`src/rtl/clk_rate_seq.sv`:
```
// clk_rate_seq
//   Generates a burst of Burst_Len clock periods on Clk_O at one of two rates.
//   Each phase lasts H+1 cycles of Clk, where H is HALF_FAST or HALF_SLOW
//   depending on Mode_Cur. A falling edge of Clk_O marks a period boundary.
//   Rate changes and burst termination happen only on those boundaries, so
//   Clk_O never shows a truncated high phase.
//
// Ports
//   Clk        in   system clock, rising edge
//   Rst_n      in   asynchronous active-low reset
//   Start      in   begin a burst (accepted in IDLE only)
//   Stop       in   request early termination of the running burst
//   Mode_Req   in   requested rate: 0 slow, 1 fast
//   Burst_Len  in   [15:0] number of periods, latched on Start
//   Clk_O      out  generated clock
//   Mode_Cur   out  rate currently applied
//   Busy       out  high while a burst runs
//   Done       out  one-cycle pulse on normal completion
//   Period_Cnt out  [15:0] completed periods in current/last burst
//
// state  | meaning
// -------+----------------------------------------------------------
// IDLE   | Clk_O low, counter cleared, waiting for Start
// RUN    | toggling Clk_O; r_stopping marks a pending Stop while high
module clk_rate_seq #(
  parameter int unsigned CNT_W     = 32,
  parameter int unsigned HALF_SLOW = 12500000,
  parameter int unsigned HALF_FAST = 6250000
) (
  input  logic        Clk,
  input  logic        Rst_n,
  input  logic        Start,
  input  logic        Stop,
  input  logic        Mode_Req,
  input  logic [15:0] Burst_Len,
  output logic        Clk_O,
  output logic        Mode_Cur,
  output logic        Busy,
  output logic        Done,
  output logic [15:0] Period_Cnt
);

  localparam logic [0:0] S_IDLE = 1'b0;
  localparam logic [0:0] S_RUN  = 1'b1;

  localparam logic [CNT_W-1:0] H_SLOW = CNT_W'(HALF_SLOW);
  localparam logic [CNT_W-1:0] H_FAST = CNT_W'(HALF_FAST);

  logic [0:0]       r_state;
  logic [CNT_W-1:0] r_cnt;
  logic             r_clk;
  logic             r_mode;
  logic             r_busy;
  logic             r_done;
  logic [15:0]      r_pcnt;
  logic [15:0]      r_len;
  logic             r_stopping;
  logic             r_armed;

  logic [CNT_W-1:0] w_half;
  logic             w_tc;
  logic [15:0]      w_pcnt_nxt;

  assign w_half     = r_mode ? H_FAST : H_SLOW;
  // Greater-or-equal keeps the counter from running past the terminal count
  // should H ever shrink underneath a partially counted phase.
  assign w_tc       = (r_cnt >= w_half);
  assign w_pcnt_nxt = r_pcnt + 16'd1;

  always_ff @(posedge Clk or negedge Rst_n) begin
    if (!Rst_n) begin
      r_state    <= S_IDLE;
      r_cnt      <= '0;
      r_clk      <= 1'b0;
      r_mode     <= 1'b0;
      r_busy     <= 1'b0;
      r_done     <= 1'b0;
      r_pcnt     <= 16'd0;
      r_len      <= 16'd0;
      r_stopping <= 1'b0;
      r_armed    <= 1'b0;
    end else begin
      // r_armed blocks Start on the first edge out of reset.
      r_armed <= 1'b1;
      r_done  <= 1'b0;
      case (r_state)
        S_IDLE: begin
          r_clk      <= 1'b0;
          r_cnt      <= '0;
          r_stopping <= 1'b0;
          r_busy     <= 1'b0;
          if (r_armed && Start) begin
            r_pcnt <= 16'd0;
            if (Burst_Len != 16'd0) begin
              r_len   <= Burst_Len;
              r_mode  <= Mode_Req;
              r_state <= S_RUN;
              r_busy  <= 1'b1;
            end else begin
              r_done <= 1'b1;
            end
          end
        end
        default: begin
          if (w_tc) begin
            r_cnt <= '0;
            r_clk <= ~r_clk;
            if (r_clk) begin
              // Falling toggle: period boundary.
              r_pcnt <= w_pcnt_nxt;
              r_mode <= Mode_Req;
              if (w_pcnt_nxt == r_len) begin
                // Completion wins over a simultaneous or pending Stop.
                r_done  <= 1'b1;
                r_state <= S_IDLE;
                r_busy  <= 1'b0;
              end else if (r_stopping || Stop) begin
                r_state <= S_IDLE;
                r_busy  <= 1'b0;
              end
            end
          end else begin
            r_cnt <= r_cnt + CNT_W'(1);
          end
          // Stop while low: leave now, suppressing any rising toggle.
          // Stop while high: remember it and leave at the falling toggle.
          if (Stop && !r_clk) begin
            r_state <= S_IDLE;
            r_busy  <= 1'b0;
            r_clk   <= 1'b0;
            r_cnt   <= '0;
          end else if (Stop) begin
            r_stopping <= 1'b1;
          end
        end
      endcase
    end
  end

  assign Clk_O      = r_clk;
  assign Mode_Cur   = r_mode;
  assign Busy       = r_busy;
  assign Done       = r_done;
  assign Period_Cnt = r_pcnt;

endmodule

```
`config.mk`:
```
export PLATFORM = sky130hd
export DESIGN_NAME = clk_rate_seq
export DESIGN_NICKNAME = d
export VERILOG_FILES = /design/src/rtl/clk_rate_seq.sv
export SDC_FILE = /design/constraint.sdc
export NUM_CORES = 1
export LEC_CHECK = 0
export BUFFER_PORTS_ARGS = -buffer_cell sky130_fd_sc_hd__buf_4
export CAP_MARGIN = 25
export CORE_MARGIN = 2
export CORE_UTILIZATION = 40
export CTS_BUF_LIST = sky130_fd_sc_hd__clkbuf_16
export DETAILED_ROUTE_END_ITERATION = 6
export GPL_ROUTABILITY_DRIVEN = 0
export PLACE_DENSITY = 0.63
export SLEW_MARGIN = 5
export SYNTH_ARGS = -nofsm -noshare
export SYNTH_HDL_FRONTEND = slang
export SYNTH_SLANG_ARGS = --single-unit
```
`constraint.sdc`:
```
create_clock -name Clk -period 3.85 [get_ports Clk]
set_clock_uncertainty 0.15 [all_clocks]
set_input_delay 0.385 -clock Clk [delete_from_list [all_inputs] [get_ports Clk]]
set_output_delay 0.385 -clock Clk [all_outputs]
set_load 0.01 [all_outputs]
```
==> results.md <==
Outcome:
- The run finished with clean final reports.

Floorplanning:
- The floorplan step defined a die boundary enclosing 10500 um2.
- The initial cell density of the core is 0.416.
- The floorplan die width is between 100 and 150 um.
- The region available for standard cell placement spans about 9300 um2.
- The site row count is 35.
- The vertical extent of the die is slightly above 100 um.
- The boundary pin count is 41.

Final layout:
- The non-filler instance count after layout is 593.
- The fraction of final layout cells sized beyond drive strength 1 is 0.142.
- From synthesis to final layout, the design area changed by 17.9%.
- The layout net count is just under 500.
- 0 antenna diodes ended up in the layout.

Drt:
- The first detailed-routing pass ran for 4 iterations.
- The detailed router finished its first iteration with 228 violations.
- The total via count in the routed design is 3091.
- For this run, design rule violations remaining after detail routing come to 0.
- In the final routed layout, each cell accounts on average for 14.2 um.
- The per-cell via count in the routed design is 5.21.
- For this block, the routed nets add up to approximately 8400 um of wire.
- In this run the remaining antenna-violating nets after routing total 0.

Global routing:
- For met2 alone, demand over resource in global routing was 0.230.
- After global routing the overflow that remains totals 0.
- The global-route usage over all layers is 0.176.
- The largest net degree at the start of global routing is 72.
- The layer with the highest usage after global routing is met1.
- The number of global-route vias before repair is approximately 2800.
- The initial antenna violation count was 0.
- The global routing met3 resource utilization is 0.0294.
- The first global-routing pass estimated 14300 um of wire.
- The met1 routing resource usage after global routing is 0.282.

Placed design:
- The placed cell count is 577.
- The placed wire-length estimate after detailed placement is about 6000 um.
- During placement, the flow inserted port buffers numbering 40.
- Before CTS, the worst setup slack after placement is between 700 and 800 ps.

Setup path:
- The type of the worst setup path is reg -> reg.
- The cell at the slowest stage of the critical path is sky130_fd_sc_hd__or3_1.
- Walking the worst path, the cells encountered are inv_1 > ha_1 > a21o_1 > a211o_1 > a221o_1 > or3_1 > a21oi_1.
- Along the worst path, the maximum fanout reaches 25.
- For the worst setup path, the data arrival time is about 3200 ps.
- STA classifies the critical path endpoint as a flop.
- In this design, the stage delay of the slowest critical-path cell is about 740 ps.
- The worst setup path is launched from a flop.
- Together, buffers and inverters on the worst path number 1.
- The kind of cell with the highest combined delay along the critical path is compound AO/OA/AOI/OAI gates.
- Data on the critical path is required at its endpoint by around 3900 ps.

Logic synthesis:
- Of the total synthesized cell area, the portion taken by AND, OR, NAND and NOR gates is 0.239.
- The Yosys step of the flow raised 0 warnings.
- By count the netlist is led by sky130_fd_sc_hd__nand2_1 (73), sky130_fd_sc_hd__dfrtp_1 (71), sky130_fd_sc_hd__nor2_1 (38).
- Of the total synthesized cell area, the portion taken by XOR and XNOR cells is 0.0794.
- Of the total synthesized cell area, the portion taken by full adders, half adders and majority gates is 0.0421.
- The cell area that synthesis handed to floorplanning was roughly 3900 um2.
- The proportion of synthesized area in mux cells is 0.0107.
- The fraction of post-synthesis cell area in the top cell type by area is 0.460.
- The number of cells produced by synthesis is about 420.
- The synthesized-area fraction occupied by ao, oa, aoi and oai cells was 0.132.
- The flip-flop cell with the highest count after synthesis is sky130_fd_sc_hd__dfrtp_1.
- The number of enable-type register cells in the synthesized netlist is 0.
- In the post-synthesis netlist, the cell with the most instances is sky130_fd_sc_hd__nand2_1.
- The unique cell type count in the Yosys netlist is 58.
- The share of the Yosys chip area taken by registers is 0.460.
- Summed over all instances, the cell type with the most area after synthesis is sky130_fd_sc_hd__dfrtp_1.
- After synthesis, the largest family of logic cells by area is simple AND/OR/NAND/NOR gates.
- A synthesized cell averages roughly 9 um2.
- The total of flip-flops plus latches after synthesis is approximately 70.
- By area the synthesized netlist is led by sky130_fd_sc_hd__dfrtp_1 (46%), sky130_fd_sc_hd__nand2_1 (7.1%), sky130_fd_sc_hd__ha_1 (4.2%), sky130_fd_sc_hd__xor2_1 (4.1%), sky130_fd_sc_hd__xnor2_1 (3.9%).
- The share of synthesized registers carrying an async set or reset is 1.00.

Pwr:
- The leakage dissipation is ~2 nW.
- The total power is 2.28 mW.
- The highest ir drop seen on vdd is 297 uV.
- The cell area power density is approximately 500 nW/um2.

Timing:
- The final total negative setup slack is 0 ps.
- The worst path meets setup with ~760 ps of slack.
- The final hold violation count is 0.
- The number of pins with negative max-slew slack in the final report was 0.
- In this run the tightest slew margin relative to its limit is 0.405.
- The routed design could run at a clock period as short as just over 3000 ps.
- The achievable frequency is about 320 MHz.
- Setup violations remaining at the end of the flow were counted as 0.
- The share of the cycle needed by the critical path after routing is 0.802.
- Setup repair after global routing left no endpoint under its margin.
- At the pin with the least slew margin, the transition time is slightly below 900 ps.

CTS:
- The tree is rooted in a sky130_fd_sc_hd__clkbuf_16.
- For this design, the sink count on the clock tree is between 70 and 80.
- The number of cells upsized or downsized after cts is 0.
- The total clock buffers created by CTS is 9.
- The number of H-tree branching levels is 3.
- Post-CTS timing repair inserted 0 buffers for setup.
- The quantity of hold-fixing buffers added after cts is 0.
- TritonCTS built the clock tree.
- Clock latency on the worst-skew pair, taken at its later pin, is about 320 ps.
- The buffer levels on the longest clock path is 2.
- After clock tree synthesis, the clock-pin slew on the worst setup and hold paths is 60 ps.

Hold path:
- The min-delay analysis places its worst path in the category in -> async.

Flow run:
- Across the run, the number of max-cap violations was 0.
final cells by class:
type                            instances  area (um2)
Tap cell                              129         161
Sequential cell                        71        1780
Timing Repair Buffer                   44         330
Clock buffer                            9         225
Fill cell                             901        4730
Clock inverter                          7        40.0
Inverter                               12        45.0
Multi-Input combinational cell        321        1970
cells in the final DEF, fill, tap and decap left out, types with 2 or more instances in the layout:
cell	count
sky130_fd_sc_hd__nor3b_1	2
sky130_fd_sc_hd__clkinv_1	2
sky130_fd_sc_hd__mux2i_1	3
sky130_fd_sc_hd__a21boi_0	2
sky130_fd_sc_hd__a31oi_1	2
sky130_fd_sc_hd__a21o_1	2
sky130_fd_sc_hd__buf_4	44
sky130_fd_sc_hd__o311ai_0	3
sky130_fd_sc_hd__nand4_1	8
sky130_fd_sc_hd__nand3_1	17
sky130_fd_sc_hd__dfrtp_1	71
sky130_fd_sc_hd__clkbuf_16	9
sky130_fd_sc_hd__o22ai_1	2
sky130_fd_sc_hd__nor3_1	9
sky130_fd_sc_hd__conb_1	8
sky130_fd_sc_hd__nor2_1	38
sky130_fd_sc_hd__ha_1	13
sky130_fd_sc_hd__a221o_1	2
sky130_fd_sc_hd__a21oi_1	7
sky130_fd_sc_hd__a211o_1	2
sky130_fd_sc_hd__o41ai_1	4
sky130_fd_sc_hd__nor2b_1	5
sky130_fd_sc_hd__and3_1	5
sky130_fd_sc_hd__nand2_1	73
sky130_fd_sc_hd__or3_1	7
sky130_fd_sc_hd__o21ai_1	5
sky130_fd_sc_hd__inv_1	11
sky130_fd_sc_hd__nor4_1	8
sky130_fd_sc_hd__xor2_1	18
sky130_fd_sc_hd__o2111ai_1	2
sky130_fd_sc_hd__xnor2_1	17
sky130_fd_sc_hd__nand2b_1	2
sky130_fd_sc_hd__o21ai_0	13
sky130_fd_sc_hd__and2_1	3
sky130_fd_sc_hd__clkinv_2	4
sky130_fd_sc_hd__o31ai_1	10
sky130_fd_sc_hd__o211ai_1	6
sky130_fd_sc_hd__and4_1	3
layer usage:
metal	wire length (um)	share of wire
met3	361	0.043
met2	3610	0.43
met1	4330	0.51
met5	0	0
met4	133	0.016
metrics by stage:
step / util / hold slack [ps] / instance area (um2)
4_1_cts: 0.490 / 74.0 / 4550
3_3_place_gp: 0.462 / 339 / 4290
3_5_place_dp: 0.462 / 347 / 4290
5_1_grt: 0.490 / 103 / 4550
6_report: 0.490 / 23.7 / 4550
2_1_floorplan: - / -60.6 / 3880
state kept, by name, summed over array words and instances (netlist names):
register	cells
r_stopping	1
r_cnt	32
r_state	1
Clk_O	1
Busy	1
Mode_Cur	1
Period_Cnt	16
Done	1
r_armed	1
r_len	16
kinds of logic after synthesis:
| logic type | count (synthesis) |
|---|---|
| adders and majority gates | 13 |
| other | 2 |
| DFF | 71 |
| muxes | 4 |
| xor gates and xnor gates | 35 |
| and+or+nand+nor | 189 |
| AOI/OAI and AO/OA | 72 |
| buffers and inverters | 33 |
power breakdown:
part	switching [mW]	leakage (nW)	internal, mW
Clock	0.315	0.132	0.430
Combinational	0.280	0.965	0.249
Sequential	0.145	0.942	0.858
worst paths after layout:
kind,cells after the start,startpoint,endpoint,slack (ps)
setup / recovery,7,Mode_Cur,r_cnt[21],760
hold reg to reg,2,r_len[11],r_len[11],350
max in group asynchronous,1,Rst_n,r_cnt[19],2940
setup reg to reg,7,Mode_Cur,r_cnt[21],760
hold / removal,1,Rst_n,r_cnt[0],20
min in group Clk,3,Burst_Len[15],r_len[15],110
Power figures use the tool's default switching activity.
